**src/rtl/mem_port_arbiter_pkg.sv**
```systemverilog
`default_nettype none
// ============================================================================
// Module      : mem_port_arbiter_pkg
// Description : Shared types and constants for the two-port RAM arbiter:
//               FSM state encoding, grant encoding, default bus widths and
//               the round-robin pick helper.
// Revision    : 1.0 - initial release
// ============================================================================
package mem_port_arbiter_pkg;

    // Defaults match the datapath's 32-bit bus and a 512-word RAM.
    localparam int DEF_ADDR_WIDTH = 9;
    localparam int DEF_DATA_WIDTH = 32;
    localparam int DEF_READ_LAT   = 1;

    // Wide enough to hold the largest supported read latency (4).
    localparam int LAT_CNT_W = 3;

    // Grant encoding; last_grant uses the same encoding.
    localparam logic GNT_CPU = 1'b0;
    localparam logic GNT_DBG = 1'b1;

    typedef enum logic [1:0] {
        IDLE  = 2'd0,
        ISSUE = 2'd1,
        WAIT  = 2'd2,
        ACK   = 2'd3
    } state_t;

    // Two-way round-robin pick: a lone requester wins outright, a tie goes
    // to the port that did not win last time.
    function automatic logic rr_pick(input logic req_cpu,
                                     input logic req_dbg,
                                     input logic last_grant);
        logic pick;
        pick = last_grant;
        if (req_cpu && req_dbg) begin
            pick = ~last_grant;
        end else if (req_cpu) begin
            pick = GNT_CPU;
        end else if (req_dbg) begin
            pick = GNT_DBG;
        end
        return pick;
    endfunction

endpackage
`default_nettype wire

```
**src/rtl/mem_port_arbiter_if.sv**
```systemverilog
`default_nettype none
// ============================================================================
// Module      : mem_port_arbiter_if
// Description : One requester port of the RAM arbiter (req/ack handshake,
//               op select, address, write data, returned read data).
//               master = requester side, slave = arbiter side.
// Revision    : 1.0 - initial release
// ============================================================================
interface mem_port_arbiter_if #(
    parameter int ADDR_WIDTH = mem_port_arbiter_pkg::DEF_ADDR_WIDTH,
    parameter int DATA_WIDTH = mem_port_arbiter_pkg::DEF_DATA_WIDTH
) ();

    logic                  req;
    logic                  wr;
    logic [ADDR_WIDTH-1:0] addr;
    logic [DATA_WIDTH-1:0] wdata;
    logic                  ack;
    logic [DATA_WIDTH-1:0] rdata;

    modport master (
        output req,
        output wr,
        output addr,
        output wdata,
        input  ack,
        input  rdata
    );

    modport slave (
        input  req,
        input  wr,
        input  addr,
        input  wdata,
        output ack,
        output rdata
    );

endinterface
`default_nettype wire

```
**src/rtl/mem_port_arbiter_rr_arbiter_2.sv**
```systemverilog
`default_nettype none
// ============================================================================
// Module      : rr_arbiter_2
// Description : Two-requester round-robin arbiter. Produces the grant bit
//               combinationally and records it in last_grant whenever a
//               grant is taken while enabled.
// Revision    : 1.0 - initial release
// ============================================================================
module rr_arbiter_2
    import mem_port_arbiter_pkg::*;
(
    input  wire logic clk,
    input  wire logic reset_n,
    input  wire logic enable,
    input  wire logic req_cpu,
    input  wire logic req_dbg,
    output logic      valid,
    output logic      grant,
    output logic      last_grant
);

    logic r_last_grant;

    assign valid      = req_cpu | req_dbg;
    assign grant      = rr_pick(req_cpu, req_dbg, r_last_grant);
    assign last_grant = r_last_grant;

    // Remember the winner; reset to DBG so the CPU wins the first tie.
    always_ff @(posedge clk or negedge reset_n) begin
        if (!reset_n) begin
            r_last_grant <= GNT_DBG;
        end else if (enable && valid) begin
            r_last_grant <= grant;
        end
    end

endmodule
`default_nettype wire

```
**src/rtl/mem_port_arbiter.sv**
```systemverilog
`default_nettype none
// ============================================================================
// Module      : mem_port_arbiter
// Description : Shares one synchronous single-port RAM between the CPU
//               memory port and the debug/loader port. Sequences each
//               transaction through IDLE -> ISSUE -> (WAIT) -> ACK, drives
//               registered RAM address/data/write-enable and returns read
//               data to the granted port.
// Revision    : 1.0 - initial release
// ============================================================================
module mem_port_arbiter
    import mem_port_arbiter_pkg::*;
#(
    parameter int ADDR_WIDTH = DEF_ADDR_WIDTH,
    parameter int DATA_WIDTH = DEF_DATA_WIDTH,
    parameter int READ_LAT   = DEF_READ_LAT    // legal range 1..4
) (
    input  wire logic                  clk,
    input  wire logic                  reset_n,
    mem_port_arbiter_if.slave          cpu,
    mem_port_arbiter_if.slave          dbg,
    output logic [ADDR_WIDTH-1:0]      ram_addr,
    output logic [DATA_WIDTH-1:0]      ram_wdata,
    output logic                       ram_wren,
    input  wire logic [DATA_WIDTH-1:0] ram_q
);

    localparam logic [LAT_CNT_W-1:0] LAT_LOAD = LAT_CNT_W'(READ_LAT);
    localparam logic [LAT_CNT_W-1:0] LAT_LAST = LAT_CNT_W'(1);

    state_t                r_state;
    state_t                w_state_nxt;
    logic [LAT_CNT_W-1:0]  r_lat_cnt;
    logic                  r_op_wr;
    logic [DATA_WIDTH-1:0] r_cpu_rdata;
    logic [DATA_WIDTH-1:0] r_dbg_rdata;
    logic                  w_cpu_ack;
    logic                  w_dbg_ack;
    logic                  w_arb_en;
    logic                  w_arb_valid;
    logic                  w_arb_grant;
    logic                  w_last_grant;
    logic                  w_grant_take;
    logic                  w_last_wait;

    // Requests are only looked at in IDLE; during a transaction last_grant
    // names the port being served.
    assign w_arb_en     = (r_state == IDLE);
    assign w_grant_take = w_arb_en && w_arb_valid;
    assign w_last_wait  = (r_state == WAIT) && (r_lat_cnt == LAT_LAST);

    rr_arbiter_2 u_arb (
        .clk        (clk),
        .reset_n    (reset_n),
        .enable     (w_arb_en),
        .req_cpu    (cpu.req),
        .req_dbg    (dbg.req),
        .valid      (w_arb_valid),
        .grant      (w_arb_grant),
        .last_grant (w_last_grant)
    );

    // FSM state register.
    always_ff @(posedge clk or negedge reset_n) begin
        if (!reset_n) begin
            r_state <= IDLE;
        end else begin
            r_state <= w_state_nxt;
        end
    end

    // Next-state decode and the single-cycle ack to the served port.
    always_comb begin
        w_state_nxt = r_state;
        w_cpu_ack   = 1'b0;
        w_dbg_ack   = 1'b0;
        unique case (r_state)
            IDLE: begin
                if (w_arb_valid) begin
                    w_state_nxt = ISSUE;
                end
            end
            ISSUE: begin
                w_state_nxt = r_op_wr ? ACK : WAIT;
            end
            WAIT: begin
                if (r_lat_cnt == LAT_LAST) begin
                    w_state_nxt = ACK;
                end
            end
            ACK: begin
                w_state_nxt = IDLE;
                if (w_last_grant == GNT_CPU) begin
                    w_cpu_ack = 1'b1;
                end else begin
                    w_dbg_ack = 1'b1;
                end
            end
            default: begin
                w_state_nxt = IDLE;
            end
        endcase
    end

    // Latch the winner's command at grant; write-enable is high only for
    // the ISSUE cycle of a write, so it is set at grant and cleared after.
    always_ff @(posedge clk or negedge reset_n) begin
        if (!reset_n) begin
            ram_addr  <= '0;
            ram_wdata <= '0;
            ram_wren  <= 1'b0;
            r_op_wr   <= 1'b0;
        end else begin
            ram_wren <= 1'b0;
            if (w_grant_take) begin
                if (w_arb_grant == GNT_CPU) begin
                    ram_addr  <= cpu.addr;
                    ram_wdata <= cpu.wdata;
                    r_op_wr   <= cpu.wr;
                    ram_wren  <= cpu.wr;
                end else begin
                    ram_addr  <= dbg.addr;
                    ram_wdata <= dbg.wdata;
                    r_op_wr   <= dbg.wr;
                    ram_wren  <= dbg.wr;
                end
            end
        end
    end

    // Read latency counter: loaded in ISSUE of a read, counts down in WAIT.
    always_ff @(posedge clk or negedge reset_n) begin
        if (!reset_n) begin
            r_lat_cnt <= '0;
        end else if ((r_state == ISSUE) && !r_op_wr) begin
            r_lat_cnt <= LAT_LOAD;
        end else if (r_state == WAIT) begin
            r_lat_cnt <= r_lat_cnt - LAT_LAST;
        end
    end

    // Capture RAM output into the served port's rdata on the last WAIT
    // cycle; the other port's rdata is left untouched.
    always_ff @(posedge clk or negedge reset_n) begin
        if (!reset_n) begin
            r_cpu_rdata <= '0;
            r_dbg_rdata <= '0;
        end else if (w_last_wait) begin
            if (w_last_grant == GNT_CPU) begin
                r_cpu_rdata <= ram_q;
            end else begin
                r_dbg_rdata <= ram_q;
            end
        end
    end

    assign cpu.ack   = w_cpu_ack;
    assign dbg.ack   = w_dbg_ack;
    assign cpu.rdata = r_cpu_rdata;
    assign dbg.rdata = r_dbg_rdata;

endmodule
`default_nettype wire

```
**src/flat_wrapper.sv**
```systemverilog
// flat-port wrapper written by rule: the top's interface ports become plain ports
module mem_port_arbiter_flat import mem_port_arbiter_pkg::*;
#(
    parameter int ADDR_WIDTH = DEF_ADDR_WIDTH,
    parameter int DATA_WIDTH = DEF_DATA_WIDTH,
    parameter int READ_LAT   = DEF_READ_LAT                       
)
  (clk, reset_n, ram_addr, ram_wdata, ram_wren, ram_q, cpu_req, cpu_wr, cpu_addr, cpu_wdata, cpu_ack, cpu_rdata, dbg_req, dbg_wr, dbg_addr, dbg_wdata, dbg_ack, dbg_rdata);
  mem_port_arbiter_if #(.ADDR_WIDTH(ADDR_WIDTH), .DATA_WIDTH(DATA_WIDTH)) cpu_i ();
  mem_port_arbiter_if #(.ADDR_WIDTH(ADDR_WIDTH), .DATA_WIDTH(DATA_WIDTH)) dbg_i ();
  input  wire logic clk;
  input  wire logic reset_n;
  output logic [ADDR_WIDTH-1:0] ram_addr;
  output logic [DATA_WIDTH-1:0] ram_wdata;
  output logic ram_wren;
  input  wire logic [DATA_WIDTH-1:0] ram_q;
  input wire logic [$bits(cpu_i.req)-1:0] cpu_req;
  input wire logic [$bits(cpu_i.wr)-1:0] cpu_wr;
  input wire logic [$bits(cpu_i.addr)-1:0] cpu_addr;
  input wire logic [$bits(cpu_i.wdata)-1:0] cpu_wdata;
  output wire logic [$bits(cpu_i.ack)-1:0] cpu_ack;
  output wire logic [$bits(cpu_i.rdata)-1:0] cpu_rdata;
  input wire logic [$bits(dbg_i.req)-1:0] dbg_req;
  input wire logic [$bits(dbg_i.wr)-1:0] dbg_wr;
  input wire logic [$bits(dbg_i.addr)-1:0] dbg_addr;
  input wire logic [$bits(dbg_i.wdata)-1:0] dbg_wdata;
  output wire logic [$bits(dbg_i.ack)-1:0] dbg_ack;
  output wire logic [$bits(dbg_i.rdata)-1:0] dbg_rdata;
  assign cpu_i.req = cpu_req;
  assign cpu_i.wr = cpu_wr;
  assign cpu_i.addr = cpu_addr;
  assign cpu_i.wdata = cpu_wdata;
  assign cpu_ack = cpu_i.ack;
  assign cpu_rdata = cpu_i.rdata;
  assign dbg_i.req = dbg_req;
  assign dbg_i.wr = dbg_wr;
  assign dbg_i.addr = dbg_addr;
  assign dbg_i.wdata = dbg_wdata;
  assign dbg_ack = dbg_i.ack;
  assign dbg_rdata = dbg_i.rdata;
  mem_port_arbiter #(.ADDR_WIDTH(ADDR_WIDTH), .DATA_WIDTH(DATA_WIDTH), .READ_LAT(READ_LAT)) u_core (.clk(clk), .reset_n(reset_n), .cpu(cpu_i), .dbg(dbg_i), .ram_addr(ram_addr), .ram_wdata(ram_wdata), .ram_wren(ram_wren), .ram_q(ram_q));
endmodule
```
**config.mk**
```make
export PLATFORM = sky130hd
export DESIGN_NAME = mem_port_arbiter_flat
export DESIGN_NICKNAME = d
export VERILOG_FILES = /design/src/rtl/mem_port_arbiter_pkg.sv /design/src/rtl/mem_port_arbiter_if.sv /design/src/rtl/mem_port_arbiter_rr_arbiter_2.sv /design/src/rtl/mem_port_arbiter.sv /design/src/flat_wrapper.sv
export SDC_FILE = /design/constraint.sdc
export NUM_CORES = 1
export LEC_CHECK = 0
export BUFFER_PORTS_ARGS = -buffer_cell sky130_fd_sc_hd__buf_2
export CORE_UTILIZATION = 40
export DETAILED_ROUTE_END_ITERATION = 16
export PLACE_DENSITY = 0.72
export SYNTH_ARGS = -nofsm -noshare
export SYNTH_HDL_FRONTEND = slang
export SYNTH_SLANG_ARGS = --single-unit
```
**constraint.sdc**
```tcl
create_clock -name clk -period 2 [get_ports clk]
set_clock_uncertainty 0.15 [all_clocks]
set_input_delay 0.2 -clock clk [delete_from_list [all_inputs] [get_ports clk]]
set_output_delay 0.2 -clock clk [all_outputs]
set_load 0.01 [all_outputs]
```
==> results.yml <==
status:
  status: "finished clean"
placement:
  placed_cell_area_um2: 6220
  port_buffers: 227
  place.gp.congestion: 0.800
  place_ws_ps: -65.7
  hpwl_mm: 8.61
  place_inst: 769
floorplanning:
  die_w_um: 112
  core_area_um2: 11700
  start_util: 0.418
  dieArea_um2: 12600
  placementRows: 39
  die_h_um: 112
  boundaryPins: 228
sta:
  period_needed_ps: 1900
  finalHoldViolations: 0
  fmax_mhz: 526
  final-setup-viol-count: 0
  holdWs_ps: 120
  setup_ws_ps: 99.7
  finalCritPeriodShare: 0.950
  worst_pin_slew_ps: 688
  slew_headroom: 0.540
  rsz0062_at_grt: "false"
  finalMaxSlewViolations: 0
cells_and_area:
  layout.cells.non_filler: 917
  fillers: 754
  final_cell_mix: "226 x buf_2, 117 x dlygate4sd3_1, 112 x dfrtp_1"
  nets: 888
  area_delta_synth_final_pct: 65.1
  antenna-diode-count: 0
  design_area_um2: 8050
  layout_commonest_cell: "buf_2"
  drive_gt1_frac: 0.443
flow_run:
  max_cap_viol_count: 0
cts:
  clock_latency_ps: 400
  clkTransAtPathRegs_ps: 50
  cts.sinks: 113
  cts_setup_buffers: 0
  cts_inserted_buffers: 17
  tritoncts: "done"
  htree_levels: 4
  cts_buffer_depth: 2
  cts-root-buf: "clkbuf_16"
routing:
  drc: 0
  vias: 4805
  ant_nets: 0
  dr.pass1.iters: 5
  drt_wl_total_mm: 15.1
  routed.top_layer: "met4"
  wirelength_met1_mm: 6.03
  detail_route.iter0.violations: 375
  wl_per_cell_um: 16.4
  post_drt_via_cell_ratio: 5.24
  route.met3.wl_mm: 1.45
  wl_met2_mm: 7.22
yosys:
  synth_cells: 419
  netlist_area_um2: 4880
  syn-num-nets: 545
  synth.area.top_cells: "dfrtp_1 57%, mux2_2 15%, a31oi_1 5.4%"
  syn_avg_cell_area_um2: 11.6
  ys_seq_area_frac: 0.580
  ys_types: 35
  yosysTopAreaCellShare: 0.575
  synth_top_area_cell: "dfrtp_1"
  ys_ff_latch: 113
  yosysWarnings: 0
worst_setup_path:
  end_kind: "flop"
  cp.required_ps: 2160
  critPathArrivalTime_ps: 2060
  crit_fanout: 31
  start_kind: "flop"
  worstSetupPathType: "reg -> reg"
grt:
  grt_pass1_vias: 4891
  track_usage: 0.244
  grt_pass1_wl_mm: 24.1
  overflow: 0
  grt_max_degree: 55
  antenna_found_initial: 0
pwr:
  ir_drop_v: 0.000746
  cellLeakagePower_nw: 3.75
  power.density_nw_per_um2: 1530
hold_path:
  hold_class: "in -> async"
## cell usage after synthesis
cell	count
a211oi_1	1
a21oi_1	1
a221oi_1	1
a22oi_1	1
a31oi_1	42
and2_0	1
and2_1	1
buf_1	2
buf_2	19
buf_4	2
buf_6	3
clkbuf_1	7
clkbuf_2	2
dfrtp_1	112
dfstp_2	1
ha_1	6
inv_1	4
mux2_2	65
nand2_1	3
nand2b_1	1
nand2b_4	1
nand3_1	42
nand4b_2	1
nor2_1	47
nor2_2	1
nor2b_1	2
nor3b_4	1
o21a_1	1
o21ai_0	37
o21ai_1	6
o2bb2ai_1	1
o31ai_1	1
or2_2	1
xnor2_1	1
xor2_1	1
## worst max-delay path, stage by stage (launching register included)
cell	delay, ps
dfstp_2	550
buf_4	180
or2_2	300
buf_12	230
nand3_1	150
a31oi_1	250
## what timing repair did
item / in CTS / in global routing
hold buffers: 117 / 0
endpoints found under the setup margin: 11 / 0
resized for setup: 1 / 0
hold endpoints to repair: 220 / 0
## where the power goes
part / switching (mW) / internal (mW)
Combinational: 2.56 / 2.36
Sequential: 0.648 / 3.48
Clock: 1.00 / 2.30
## metal layers
metal | global-route usage | vias up
li1 | - | 2188
met4 | 0.0951 | 0
met3 | 0.0788 | 37
met1 | 0.290 | 2270
met5 | 0 | -
met2 | 0.411 | 310
## metrics by stage
step	total power, mW	TNS, ps	util
after floorplan	6.87	0	-
after global placement	8.60	0	0.533
after detailed placement	8.78	-290	0.533
after CTS	12.3	0	0.690
after global routing	13.0	0	0.690
final	12.4	0	0.690
## cell families (layout without fill, tap and decap cells)
family                   after synthesis  in the layout  share of synthesized area
AO/OA/AOI/OAI                         92             92                      0.109
XOR/XNOR                               2              2                    0.00359
adder cells (fa/ha/maj)                6              6                     0.0154
buffers and inverters                 39            394                     0.0416
flip-flops                           113            113                      0.580
multiplexers                          65             65                      0.150
AND/OR/NAND/NOR                      102            102                      0.100
## worst paths after layout
kind | cells after the start | end | startpoint | slack [ps]
worst max register to register | 5 | u_core.ram_wdata[4] | u_core.u_arb.last_grant | 100
worst min register to register | 1 | u_core.cpu.rdata[18] | u_core.cpu.rdata[18] | 350
max in group asynchronous | 3 | u_core.cpu.rdata[23] | reset_n | 980
worst max-delay path | 5 | u_core.ram_wdata[4] | u_core.u_arb.last_grant | 100
worst min-delay path | 2 | u_core.cpu.rdata[14] | reset_n | 120
min in group clk | 3 | u_core.r_op_wr | cpu_req | 120
## layout make-up
class | count | area [um2] | share of cell area
clock inverters | 9 | 179 | 0.0222
multi-input cells | 267 | 1850 | 0.230
well taps | 143 | 179 | 0.0222
repair buffers | 359 | 2520 | 0.313
inverters | 4 | 15.0 | 0.00187
clock buffers | 22 | 474 | 0.0589
flip-flops and latches | 113 | 2830 | 0.351
## sequential cells by signal (all words and copies together) (netlist names)
register / count
u_core.cpu.rdata: 32
u_core.r_state: 2
u_core.r_lat_cnt: 3
u_core.ram_wren: 1
u_core.r_op_wr: 1
u_core.dbg.rdata: 32
u_core.ram_wdata: 32
u_core.ram_addr: 9
u_core.u_arb.last_grant: 1
Power figures use the tool's default switching activity.
